===== src/rtl/external_bus_responder.sv =====
// Memory-side responder for the core's byte-wide external interface: services one
// transaction at a time, answers the reset vector locally and aborts stalled accesses.
module external_bus_responder #(
   parameter logic [15:0] RESET_VECTOR = 16'hAABB,
   parameter int unsigned WAIT_STATES  = 0,
   parameter int unsigned TIMEOUT      = 15
) (
   input  logic        clk,
   input  logic        rst,
   input  logic        cpu_req,
   input  logic        cpu_rw,
   input  logic [7:0]  cpu_addr_low,
   input  logic [7:0]  cpu_addr_high,
   input  logic [7:0]  cpu_data_write,
   output logic [7:0]  cpu_data_read,
   output logic        cpu_ready,
   output logic        cpu_done,
   output logic        bus_error,
   input  logic        error_clear,
   output logic [15:0] mem_addr,
   output logic [7:0]  mem_wdata,
   output logic        mem_re,
   output logic        mem_we,
   input  logic [7:0]  mem_rdata,
   input  logic        mem_ack
);

   typedef enum logic [1:0] {StIdle, StIssue, StHold, StResp} state_e;

   localparam logic [7:0] WaitLoad    = 8'(WAIT_STATES);
   localparam logic [7:0] TimeoutLast = 8'(TIMEOUT - 1);

   state_e      state_q, state_d;
   logic [7:0]  cnt_q, cnt_d;
   logic [15:0] addr_q, addr_d;
   logic [7:0]  wdata_q, wdata_d;
   logic [7:0]  rdata_q, rdata_d;
   logic        rw_q, rw_d;
   logic        err_q, err_d;
   logic [15:0] req_addr;
   logic        is_vector;

   assign req_addr  = {cpu_addr_high, cpu_addr_low};
   // FFFC and FFFD share every bit but bit 0; only reads are intercepted.
   assign is_vector = cpu_rw && (req_addr[15:1] == 15'h7FFE);

   always_comb begin
      state_d = state_q;
      cnt_d   = cnt_q;
      addr_d  = addr_q;
      wdata_d = wdata_q;
      rdata_d = rdata_q;
      rw_d    = rw_q;
      err_d   = err_q;
      if (error_clear) begin
         err_d = 1'b0;
      end
      unique case (state_q)
         StIdle: begin
            if (cpu_req) begin
               addr_d  = req_addr;
               wdata_d = cpu_data_write;
               rw_d    = cpu_rw;
               cnt_d   = 8'd0;
               if (is_vector) begin
                  rdata_d = cpu_addr_low[0] ? RESET_VECTOR[15:8] : RESET_VECTOR[7:0];
                  state_d = StResp;
               end else begin
                  state_d = StIssue;
               end
            end
         end
         StIssue: begin
            // An ack on the final allowed cycle beats the timeout.
            if (mem_ack) begin
               if (rw_q) begin
                  rdata_d = mem_rdata;
               end
               if (WAIT_STATES != 0) begin
                  cnt_d   = WaitLoad;
                  state_d = StHold;
               end else begin
                  state_d = StResp;
               end
            end else if (cnt_q == TimeoutLast) begin
               err_d   = 1'b1;
               if (rw_q) begin
                  rdata_d = 8'hFF;
               end
               state_d = StResp;
            end else begin
               cnt_d = cnt_q + 8'd1;
            end
         end
         StHold: begin
            if (cnt_q <= 8'd1) begin
               state_d = StResp;
            end else begin
               cnt_d = cnt_q - 8'd1;
            end
         end
         StResp: begin
            state_d = StIdle;
         end
         default: begin
            state_d = StIdle;
         end
      endcase
   end

   always_ff @(posedge clk) begin
      if (rst) begin
         state_q <= StIdle;
         cnt_q   <= 8'd0;
         addr_q  <= 16'h0000;
         wdata_q <= 8'h00;
         rdata_q <= 8'h00;
         rw_q    <= 1'b0;
         err_q   <= 1'b0;
      end else begin
         state_q <= state_d;
         cnt_q   <= cnt_d;
         addr_q  <= addr_d;
         wdata_q <= wdata_d;
         rdata_q <= rdata_d;
         rw_q    <= rw_d;
         err_q   <= err_d;
      end
   end

   assign cpu_ready     = (state_q == StIdle);
   assign cpu_done      = (state_q == StResp);
   assign mem_re        = (state_q == StIssue) &&  rw_q;
   assign mem_we        = (state_q == StIssue) && !rw_q;
   assign cpu_data_read = rdata_q;
   assign bus_error     = err_q;
   assign mem_addr      = addr_q;
   assign mem_wdata     = wdata_q;

endmodule


===== config.mk =====
export PLATFORM = sky130hd
export DESIGN_NAME = external_bus_responder
export DESIGN_NICKNAME = d
export VERILOG_FILES = /design/src/rtl/external_bus_responder.sv
export SDC_FILE = /design/constraint.sdc
export NUM_CORES = 1
export LEC_CHECK = 0
export BUFFER_PORTS_ARGS = -buffer_cell sky130_fd_sc_hd__clkbuf_2
export CORE_MARGIN = 2
export CORE_UTILIZATION = 25
export CTS_BUF_LIST = sky130_fd_sc_hd__clkbuf_8
export DETAILED_ROUTE_END_ITERATION = 10
export SYNTH_ARGS = -nofsm -noshare
export SYNTH_HDL_FRONTEND = slang
export SYNTH_SLANG_ARGS = --single-unit

===== constraint.sdc =====
create_clock -name clk -period 2.1 [get_ports clk]
set_clock_uncertainty 0.15 [all_clocks]
set_input_delay 0.42 -clock clk [delete_from_list [all_inputs] [get_ports clk]]
set_output_delay 0.42 -clock clk [all_outputs]
set_load 0.05 [all_outputs]

==> results.md, run 1 <==
Critical path:
- Walking the worst path, the cells encountered are or4_4, o21ai_2, o2111ai_4, buf_4, mux2i_1, nor2_1.
- In this run the worst path has a maximum fanout of 12.
- The slowest stage of the critical path belongs to the cell sky130_fd_sc_hd__or4_4.
- The type of the setup path with the least slack is reg -> reg.
- The startpoint class of the critical path is a register.
- The delay contributed by the slowest stage of the critical path is 560 ps.
- The kind of end point of the critical path is a register.
- Data arrives at the worst endpoint at 2080 ps.
- The worst register-to-register path has a depth of 6.
- The critical path required time is 2140 ps.

Global route:
- The global routing usage summed across all routing layers is 12.9%.
- Summed over all layers, the global routing overflow is 0.
- The via count of the first global-routing pass came to 2173.
- Entering global routing, the biggest net connects 26 pins.
- The number of antenna violations at the first check in global routing is 0.
- The wire length of the first global-routing pass is 10.5 mm.

Yosys:
- Counting distinct cell types in the post-synthesis netlist gives 43.
- The post-synthesis instance area is 2270 sq um.
- The most frequently used flop master after synthesis is sky130_fd_sc_hd__dfxtp_1.
- In the post-synthesis netlist, the cell with the most instances is sky130_fd_sc_hd__nand2_1.
- The average instance area after synthesis is 8.01 sq um.
- Synthesis produced a netlist with a net count of 331.
- The number of instances in the synthesized netlist is 283.
- The share of Yosys cell area claimed by the top area cell type is 38.9%.
- Synthesis inferred 44 register bits.
- Yosys attributes the largest share of cell area to sky130_fd_sc_hd__dfxtp_1 39%, sky130_fd_sc_hd__nand2_1 10%, sky130_fd_sc_hd__a21oi_1 8.2%.
- The number of enable flip-flop cells after synthesis is 0.
- By count the netlist is led by 62 x sky130_fd_sc_hd__nand2_1, 44 x sky130_fd_sc_hd__dfxtp_1, 37 x sky130_fd_sc_hd__a21oi_1.
- The Yosys step of the flow raised 0 warnings.
- After synthesis, the share of flip-flops with an asynchronous set or reset is 0%.
- Summing the sequential cell areas from Yosys gives 38.9% of the chip area.
- The synthesized design spends more area on one cell type than any other, namely sky130_fd_sc_hd__dfxtp_1.

Pwr:
- VDD sags by at most 478 uV.
- Summing internal, switching and leakage power gives 0.00430 W.
- For this design the static power due to leakage is 1.28 nW.
- In this run the power density over the cells is 1440 nW/um^2.

Clocking:
- At the later pin of the worst-skew pair, clock insertion delay measures 290 ps.
- The root buffer cell chosen for the clock tree is sky130_fd_sc_hd__clkbuf_8.
- The H-tree was split into 2 levels.
- TritonCTS built the clock tree.
- In this run, CTS created clock tree buffers numbering 5.
- Counting along the longest clock path gives a buffer depth of 2.
- The number of sinks driven by the clock tree is 44.
- Clock-pin slew was measured on the worst setup and hold paths at 80 ps.

Routing:
- The post-route antenna net violation count is 0.
- The total via count after detailed routing is 2297.
- The overall routed net length is 6.39 mm.
- The number of optimization iterations in the first detailed-route pass is 4.
- After detailed routing, the average wire length per cell comes to 13.5 um.
- After detailed routing, the number of vias per cell comes to 4.84.
- The initial detailed-routing violation count is 85.
- After detailed routing, the number of remaining DRC violations is 0.

Timing:
- The smallest clock period supported by the final layout is computed as 2030 ps.
- The count of endpoints failing hold in the final timing report is 0.
- Setup repair after global routing left no endpoint under its margin.
- The headroom to the max-slew limit is 69.8%.
- Across all hold checks on the routed design, the worst slack comes to 189 ps.
- The measured slew at the worst slew-check pin is 449 ps.
- Timing would allow up to 492 MHz.
- The setup violation total in the final timing report is 0.
- The number of pins with negative max-slew slack in the final report was 0.
- The share of the cycle needed by the critical path after routing is 96.9%.
- Setup slack closes at 66.1 ps.

Place:
- At the end of routability-driven placement, the weighted congestion stood at 0.822.
- In this run the tool buffered the top-level ports with 74 buffer cells.
- The placed wire-length estimate is 4.81 mm.
- Prior to clock tree synthesis, the placed netlist has a worst setup slack of -29.2 ps.
- The total placed instance area is 2830 sq um.

Cells and area:
- After the last flow step, the layout net total stands at 414.
- Of the cells placed in the final design, the portion with a size suffix greater than 1 is 33.0%.
- The finished cells cover 2990 sq um.
- The number of antenna diodes in the final layout is 0.
- The layout overhead on the synthesized area is 31.9%.

Floorplan:
- The vertical extent of the die is 99.2 um.
- The full die area is 9840 sq um.
- The initial core utilization is 25.9%.
- Row generation in the floorplan step produced 34 rows.
- In this run the count of I/O pins placed on the die edge is 75.
- After floorplanning, the core was sized to cover 8760 sq um.
- Measured along the x axis, the die boundary spans 99.2 um.

Run status:
- The flow ran to the end, and the final reports show no timing, DRC or antenna violations.

Worst hold path:
- The cell count of the worst hold path is 3.
- The worst min-delay path category is in -> reg.

Flow run:
- Across the run, the number of max-cap violations was 0.
stage by stage:
step / setup TNS (ps) / utilization (%) / cells
floorplan: 0 / - / 283
global placement: 0 / 32.3 / 464
detailed placement: -77.3 / 32.3 / 464
CTS: 0 / 33.6 / 472
global route: 0 / 34.1 / 475
finish: 0 / 34.1 / 475
logic make-up after synthesis:
family	share of synthesized area [%]
DFF	38.9
and+or+nand+nor	25.7
adders and majority gates	5.52
AOI/OAI and AO/OA	21.0
buffers and inverters	6.79
muxes	1.33
xor gates and xnor gates	0.773
per-layer routing:
layer / global-route usage [%] / up-vias / wire, um / share of wire, %
met5: 0 / - / 0 / 0
met4: 2.74 / 0 / 32 / 0.50
met3: 2.74 / 4 / 424 / 6.6
met2: 21.4 / 75 / 3040 / 48
met1: 17.2 / 1070 / 2890 / 45
li1: - / 1148 / - / -
power breakdown:
group          internal [W]  total [W]  switching, W
Sequential          0.00102    0.00115      0.000128
Combinational      0.000901    0.00259       0.00169
Clock              0.000263   0.000559      0.000296
Total               0.00218    0.00430       0.00211
final cells by class:
cell class,count,area (sq um)
inverter,16,60.1
tap,108,135
clock inverter,2,11.3
multi-input combinational,204,1270
clock buffer,6,82.6
timing repair buffer,95,549
sequential,44,882
fill,949,5780
registers in the layout, summed over array words and instances, names as in the netlist:
name / flops
mem_addr: 16
cnt_q: 8
cpu_data_read: 8
mem_wdata: 8
state_q: 2
bus_error: 1
rw_q: 1
critical path, delay by kind of cell (launching register included):
family,cells,cell delay (ps)
simple gates,2,620
compound gates,2,440
buf+inv,1,220
flops,1,330
mux,1,170
layout by cell type, fill, tap and decap left out, types with 6 or more instances in the layout:
| cell | instances |
|---|---|
| sky130_fd_sc_hd__ha_1 | 8 |
| sky130_fd_sc_hd__dfxtp_1 | 43 |
| sky130_fd_sc_hd__inv_1 | 16 |
| sky130_fd_sc_hd__nor3_1 | 10 |
| sky130_fd_sc_hd__clkbuf_2 | 72 |
| sky130_fd_sc_hd__nand2_1 | 62 |
| sky130_fd_sc_hd__buf_4 | 20 |
| sky130_fd_sc_hd__nor2b_1 | 6 |
| sky130_fd_sc_hd__a21oi_1 | 37 |
| sky130_fd_sc_hd__clkbuf_8 | 7 |
| sky130_fd_sc_hd__nor2_1 | 10 |
| sky130_fd_sc_hd__nand3_1 | 6 |
| sky130_fd_sc_hd__nand4_1 | 6 |
repair_timing:
action	4_1_cts	5_1_grt
gates cloned	0	0
hold endpoints to repair	0	0
setup buffers	0	3
pin swaps	0	1
gates resized for setup	4	5
hold buffers	0	0
endpoints found under the setup margin	4	7
worst paths after layout:
path | start | to | slack, ps
setup reg to reg | cnt_q[7] | cpu_data_read[6] | 70
hold / removal | cpu_data_write[0] | mem_wdata[0] | 190
hold reg to reg | mem_addr[7] | mem_addr[7] | 310
setup / recovery | cnt_q[7] | cpu_data_read[6] | 70
No activity file was read; power rests on OpenSTA's default activity.
==> run 2, diff against run 1 <==
--- a/config.mk
+++ b/config.mk
@@ -6,7 +6,7 @@
 export NUM_CORES = 1
 export LEC_CHECK = 0
 export BUFFER_PORTS_ARGS = -buffer_cell sky130_fd_sc_hd__clkbuf_2
-export CORE_MARGIN = 2
+export CORE_ASPECT_RATIO = 2
 export CORE_UTILIZATION = 25
 export CTS_BUF_LIST = sky130_fd_sc_hd__clkbuf_8
 export DETAILED_ROUTE_END_ITERATION = 10
==> constraint.sdc (replaced) <==
create_clock -name clk -period 1.65 [get_ports clk]
set_clock_uncertainty 0.15 [all_clocks]
set_input_delay 0.33 -clock clk [delete_from_list [all_inputs] [get_ports clk]]
set_output_delay 0.33 -clock clk [all_outputs]
set_load 0.05 [all_outputs]
==> results.md, run 2 (synthesis results as in run 1) <==
Timing:
- The count of endpoints failing hold in the final timing report was 0 (unchanged).
- The number of pins with negative max-slew slack in the final report is 0 (unchanged).
- The minimum clock period after layout is 1950 ps (-83.4 ps).
- The maximum clock frequency is 513 MHz (+4.3%).
- The measured slew at the worst slew-check pin is 338 ps (-111 ps).
- The headroom to the max-slew limit came to 77.3% (+7.5 points).
- The share of the cycle needed by the critical path after routing is 118% (+21 points).
- Setup repair after global routing could not meet its margin everywhere.
- The post-layout worst setup margin is -300 ps (-367 ps).
- The setup violation total in the final timing report is 22 (+22).
- The final-layout setup total negative slack came to -4720 ps (-4720 ps).

Critical path:
- The critical register-to-register path startpoint is cnt_q[7].
- The critical path required time is 1740 ps (-400 ps).
- The signal on the critical path passes through or4_4, nor4_4, buf_4, a221oi_4, buf_6, a31o_1, a21oi_1.
- The kind of end point of the critical path is a register.
- The source of the critical timing path is cnt_q[7].
- The startpoint class of the critical path is a register.
- The critical path is of the reg -> reg type.
- The cell with the biggest individual delay on the critical path is sky130_fd_sc_hd__or4_4.
- The biggest fanout along the worst timing path is 7 (-5).
- The arrival time of the worst setup path is 2040 ps (-40 ps).
- The delay contributed by the slowest stage of the critical path is 570 ps (about the same).

Routing:
- The total via count after detailed routing is 2513 (+9.4%).
- The initial detailed-routing violation count came to 88 (+3.5%).
- The wire length per cell after detailed routing is 14.6 um (+8.5%).
- The post-route antenna net violation count was 0 (unchanged).
- The mean number of vias per cell was 4.86 (+0.52%).
- The overall routed net length is 7.55 mm (+18%).
- The total DRC errors in the routed layout came to 0 (unchanged).
- The number of optimization iterations in the first detailed-route pass is 4 (unchanged).

Floorplan:
- The vertical extent of the die came to 137 um (+38%).
- The full die area is 9470 sq um (-3.8%).
- The initial core utilization is 26.0% (+0.16 points).
- The row count is 48 (+41%).
- The number of ports placed on the die boundary is 75 (unchanged).
- The area inside the core boundary was 8710 sq um (-0.63%).
- The chip width is 69.3 um (-30%).

Pwr:
- The worst vdd rail ir drop is 1080 uV (+130%).
- The areal power density over the cells came to 1880 nW/um^2 (+31%).
- The static leakage power is 1.60 nW (+25%).

Cells and area:
- The number of flip-flops under the largest register name is 16 (unchanged).
- Leaving out fill and tap cells, the most frequent cell in the layout is sky130_fd_sc_hd__clkbuf_2.
- The layout overhead on the synthesized area is 62.7%.
- The final antenna diode count was 0 (unchanged).
- The ratio of cells with drive above 1 in the final layout was 48.7% (+16 points).
- The top cell types in the final layout, fill and taps aside, are 70 x sky130_fd_sc_hd__clkbuf_2, 61 x sky130_fd_sc_hd__nand2_1, 56 x sky130_fd_sc_hd__buf_4.
- The net total in the final layout came to 464 (+12%).

Global route:
- The global routing usage summed across all routing layers is 16.0% (+3.2 points).
- The wire length of the first global-routing pass is 11.7 mm (+12%).
- The aggregate global routing overflow was 0 (unchanged).
- The number of antenna violations at the first check in global routing is 0 (unchanged).
- The via count of the first global-routing pass came to 2456 (+13%).
- The maximum number of pins on one net before global-route repair came to 25 (-3.8%).

Place:
- The worst setup slack before clock tree synthesis came to -287 ps (-258 ps).
- The global placer's final weighted congestion is 0.894 (+8.7%).
- The count of buffers from port buffering is 74 (unchanged).
- The placed wire-length estimate came to 5.92 mm (+23%).

Clocking:
- The cell sitting at the root of the clock tree is a sky130_fd_sc_hd__clkbuf_8.
- The number of sinks driven by the clock tree was 44 (unchanged).
- The clock transition at the registers of the reported paths is 80 ps (about the same).
- The number of buffers inserted during clock tree synthesis was 5 (unchanged).
- The worst-skew pair later-pin latency is 300 ps (about the same).
- The maximum buffer depth of the clock tree is 2 (unchanged).
- The number of buffers inserted by hold repair at cts is 0 (unchanged).
- The maximum level of the CTS H-tree came to 2 (unchanged).
- The TritonCTS clock tree is built.

Flow run:
- The total of max-cap violations came to 0 (unchanged).

Worst hold path:
- The path class of the tightest hold or removal check is in -> reg.
- The critical hold path startpoint is cpu_data_write[3].

Run status:
- The checks that failed: negative setup slack.
- The run finished, with violations left.
[run 2: changes by cell type in the layout (fill, tap and decap cells not counted), moves of 3 or more]
cell	delta
sky130_fd_sc_hd__buf_4	+36
sky130_fd_sc_hd__buf_6	+14
sky130_fd_sc_hd__dfxtp_1	-6
sky130_fd_sc_hd__dfxtp_2	+5
sky130_fd_sc_hd__a21oi_1	-4
sky130_fd_sc_hd__ha_1	-4
sky130_fd_sc_hd__ha_4	+4
sky130_fd_sc_hd__inv_1	-4
sky130_fd_sc_hd__a21oi_2	+3
sky130_fd_sc_hd__inv_4	+3
sky130_fd_sc_hd__nor3_1	-3
sky130_fd_sc_hd__nor3_2	+3
[run 2: layout make-up]
| cell class | count | area, sq um |
|---|---|---|
| repair buffers | 145 | 1040 |
| flip-flops and latches | 44 | 892 |
| multi-input cells | 204 | 1450 |
| clock inverters | 3 | 38.8 |
| fillers | 822 | 5020 |
| inverters | 16 | 72.6 |
| clock buffers | 5 | 68.8 |
| well taps | 100 | 125 |
[run 2: path summary, 6_finish.rpt]
| kind | end | slack, ps | depth (start not counted) |
|---|---|---|---|
| max reg2reg | cnt_q[6] | -300 | 7 |
| min | mem_wdata[3] | 90 | 3 |
| min reg2reg | mem_addr[6] | 310 | 2 |
| max | cnt_q[6] | -300 | 7 |
[run 2: report_power, final]
part           total (W)  internal (W)  switching (W)
sequential       0.00147       0.00131       0.000164
clock           0.000818      0.000443       0.000375
combinational    0.00464       0.00205        0.00258
total            0.00693       0.00381        0.00312
[run 2: per-stage QoR]
| step | instance area [sq um] | hold slack [ps] | cells | power [W] | utilization, % |
|---|---|---|---|---|---|
| after CTS | 3540 | 73.2 | 511 | 0.00657 | 40.6 |
| after global placement | 3270 | 292 | 499 | 0.00535 | 37.6 |
| final | 3690 | 87.3 | 517 | 0.00693 | 42.3 |
| after floorplan | 2390 | 311 | 283 | 0.00404 | - |
| after global routing | 3690 | 84.2 | 517 | 0.00734 | 42.3 |
| after detailed placement | 3270 | 295 | 499 | 0.00541 | 37.6 |
[run 2: timing repair]
item / CTS / global route
endpoints found under the setup margin: 22 / 43
setup buffers: 4 / 7
pin swaps: 5 / 8
resized for setup: 28 / 23
[run 2: critical path: cells and delay by family (launching register included)]
family	cells	cell delay [ps]
buffers and inverters	2	320
AND/OR/NAND/NOR	2	730
AO/OA/AOI/OAI	3	360
flip-flops	1	330
[run 2: metal layers]
metal	vias to the layer above	track usage (%)	part of all wire, %
met5	-	0	0
met4	0	10.9	5.0
met3	25	3.02	3.0
met2	63	31.6	58
met1	1179	14.2	34
li1	1246	-	-
==> run 3, diff against run 2 <==
--- a/config.mk
+++ b/config.mk
@@ -6,7 +6,7 @@
 export NUM_CORES = 1
 export LEC_CHECK = 0
 export BUFFER_PORTS_ARGS = -buffer_cell sky130_fd_sc_hd__clkbuf_2
-export CORE_ASPECT_RATIO = 2
+export CORE_ASPECT_RATIO = 0.8
 export CORE_UTILIZATION = 25
 export CTS_BUF_LIST = sky130_fd_sc_hd__clkbuf_8
 export DETAILED_ROUTE_END_ITERATION = 10
==> results.md, run 3 (synthesis results as in run 1) <==
Floorplan:
- The chip width is 108 um (+56%).
- The row count is 30 (-38%).
- The vertical extent of the die came to 87.2 um (-36%).
- The initial core utilization is 26.2% (+0.23 points).
- The number of ports placed on the die boundary is 75 (unchanged).
- The full die area is 9450 sq um (-0.22%).
- The area inside the core boundary came to 8630 sq um (-0.86%).

Clocking:
- The clock transition at the registers of the reported paths came to 90 ps (about the same).
- The maximum level of the CTS H-tree came to 2 (unchanged).
- The number of buffers inserted during clock tree synthesis is 5 (unchanged).
- The maximum buffer depth of the clock tree is 2 (unchanged).
- The worst-skew pair later-pin latency is 300 ps (about the same).
- The library cell used as clock root buffer is sky130_fd_sc_hd__clkbuf_8.
- The number of buffers inserted by hold repair at cts is 0 (unchanged).
- The TritonCTS clock tree is built.
- The number of sinks driven by the clock tree came to 44 (unchanged).

Routing:
- The mean number of vias per cell is 4.88 (+0.35%).
- The wire length per cell after detailed routing is 14.6 um (-0.24%).
- The number of optimization iterations in the first detailed-route pass is 4 (unchanged).
- The post-route antenna net violation count was 0 (unchanged).
- The total DRC errors in the routed layout was 0 (unchanged).
- The initial detailed-routing violation count is 164 (+86%).
- The total via count after detailed routing came to 2551 (+1.5%).
- The overall routed net length is 7.61 mm (+0.91%).

Cells and area:
- The layout overhead on the synthesized area is 73.9%.
- The library cells used most frequently in the layout, excluding fill and tap cells, are 70 x sky130_fd_sc_hd__clkbuf_2, 41 x sky130_fd_sc_hd__buf_4, 39 x sky130_fd_sc_hd__nand2_1.
- The number of fillers in the final layout was 836 (+1.7%).
- The number of flip-flops under the largest register name is 16 (unchanged).
- The ratio of cells with drive above 1 in the final layout is 57.9% (+9.2 points).
- The final antenna diode count was 0 (unchanged).
- The library cell used most frequently in the layout, excluding fill and tap cells, is sky130_fd_sc_hd__clkbuf_2.
- The net total in the final layout is 458 (-1.3%).
- The number of standard cells in the layout, taps in and fillers out was 523 (+1.2%).

Flow run:
- The total of max-cap violations was 0 (unchanged).

Timing:
- The measured slew at the worst slew-check pin is 475 ps (+137 ps).
- The post-layout worst setup margin is -331 ps (-30.8 ps).
- The share of the cycle needed by the critical path after routing came to 120% (+1.9 points).
- The minimum clock period after layout is 1980 ps (+30.8 ps).
- Setup repair after global routing could not meet its margin everywhere.
- The headroom to the max-slew limit is 68.1% (-9.2 points).
- The setup violation total in the final timing report is 34 (+55%).
- The count of endpoints failing hold in the final timing report is 0 (unchanged).
- The maximum clock frequency is 505 MHz (-1.6%).
- The number of pins with negative max-slew slack in the final report is 0 (unchanged).

Global route:
- The aggregate global routing overflow was 0 (unchanged).
- The global routing usage summed across all routing layers is 15.4% (-0.65 points).
- The via count of the first global-routing pass is 2247 (-8.5%).
- The wire length of the first global-routing pass is 11.3 mm (-3.7%).
- The number of antenna violations at the first check in global routing was 0 (unchanged).
- The maximum number of pins on one net before global-route repair was 37 (+48%).

Pwr:
- The proportion of power drawn by combinational gates came to 67.5% (+0.6 points).
- The worst vdd rail ir drop is 840 uV (-22%).
- The internal power summed over all cells is 0.00405 W (+6.5%).
- The net load switching power is 0.00334 W (+7.1%).
- The static leakage power is 1.70 nW (+6.3%).
- The areal power density over the cells is 1880 nW/um^2 (-0.14%).
- The clock share of power came to 12.2% (+0.4 points).
- The relative contribution of sequential cells to total power is 20.3% (-1.0 points).
- The switching power share of the total is 45.2% (+0.12 points).

Run status:
- The flow ran to the end, but the final reports show violations.
- The checks that failed: negative setup slack.

Critical path:
- The biggest fanout along the worst timing path is 6 (-1).
- The worst setup path is launched from a register.
- The internal reg-to-reg setup slack is -330 ps (-30 ps).
- The type of the setup path with the least slack is reg -> reg.
- The critical path required time is 1740 ps (about the same).
- STA classifies the critical path endpoint as a register.
- The arrival time of the worst setup path came to 2080 ps (+40 ps).

Place:
- The count of buffers from port buffering is 74 (unchanged).
- The total instance count after detailed placement was 500 (+0.20%).
- The global placer's final weighted congestion was 0.835 (-6.6%).
- The worst setup slack before clock tree synthesis is -793 ps (-506 ps).
- The placed wire-length estimate is 5.04 mm (-15%).

Worst hold path:
- The worst min-delay path category is in -> reg.
==> run 3: cell types whose count changed in the layout (fill, tap and decap cells not counted), moves of 4 or more <==
cell | before | now
sky130_fd_sc_hd__a21oi_1 | 33 | 16
sky130_fd_sc_hd__a21oi_2 | 3 | 21
sky130_fd_sc_hd__buf_4 | 56 | 41
sky130_fd_sc_hd__clkbuf_16 | 2 | 6
sky130_fd_sc_hd__nand2_1 | 61 | 39
sky130_fd_sc_hd__nand2_2 | 1 | 11
sky130_fd_sc_hd__nand2_4 | 0 | 12
==> run 3: metrics by stage <==
stage                     utilization [%]  power, W  hold WS (ps)  setup TNS [ps]  instance area (sq um)
after floorplan                         -   0.00404           311           -3470                   2390
after global placement               37.4   0.00524           292           -8300                   3230
after detailed placement             37.4   0.00529           298           -9200                   3230
after CTS                            41.6   0.00679          76.6           -5380                   3590
after global routing                 45.7   0.00779          75.2           -8630                   3940
final                                45.7   0.00740          82.1           -5940                   3940
==> run 3: layout make-up <==
type | count | area, sq um | share of cell area (%)
clock buffer | 6 | 82.6 | 2.10
clock inverter | 2 | 38.8 | 0.984
inverter | 16 | 65.1 | 1.65
multi-input combinational | 204 | 1610 | 40.8
sequential | 44 | 900 | 22.8
tap | 112 | 140 | 3.56
timing repair buffer | 139 | 1110 | 28.1
==> run 3: final timing paths <==
path | start | endpoint | depth (start not counted)
setup / recovery | cnt_q[7] | cnt_q[6] | 6
hold / removal | cpu_data_write[1] | mem_wdata[1] | 3
setup reg to reg | cnt_q[7] | cnt_q[6] | 6
hold reg to reg | mem_addr[6] | mem_addr[6] | 2
==> run 3: power by group through the flow <==
stage	clock network, W	registers [W]	logic [W]
after floorplan	0	0.00205	0.00199
after global placement	0	0.00148	0.00376
after global routing	0.000966	0.00153	0.00529
after CTS	0.000924	0.00149	0.00437
final	0.000904	0.00150	0.00499
after detailed placement	0	0.00149	0.00380
==> run 3: worst max-delay path, cell delays in order (launching register included) <==
cell and delay, ps:
sky130_fd_sc_hd__dfxtp_2 350, sky130_fd_sc_hd__or4_4 580, sky130_fd_sc_hd__nor4_4 240, sky130_fd_sc_hd__a221oi_4 130, sky130_fd_sc_hd__buf_6 170, sky130_fd_sc_hd__a31o_1 180
sky130_fd_sc_hd__a21oi_2 130
==> run 3: layer usage <==
layer / part of all wire, % / wire [um] / global-route usage (%)
met5: 0 / 0 / 0
met4: 1.3 / 102 / 4.18
met3: 4.8 / 366 / 2.99
met2: 47 / 3570 / 24.6
met1: 47 / 3570 / 21.0
==> run 3: what timing repair did <==
item | in CTS | in global routing
gates cloned | 0 | 4
pin swaps | 8 | 43
buffers inserted | 10 | 2
endpoints found under the setup margin | 22 | 47
resized for setup | 41 | 66
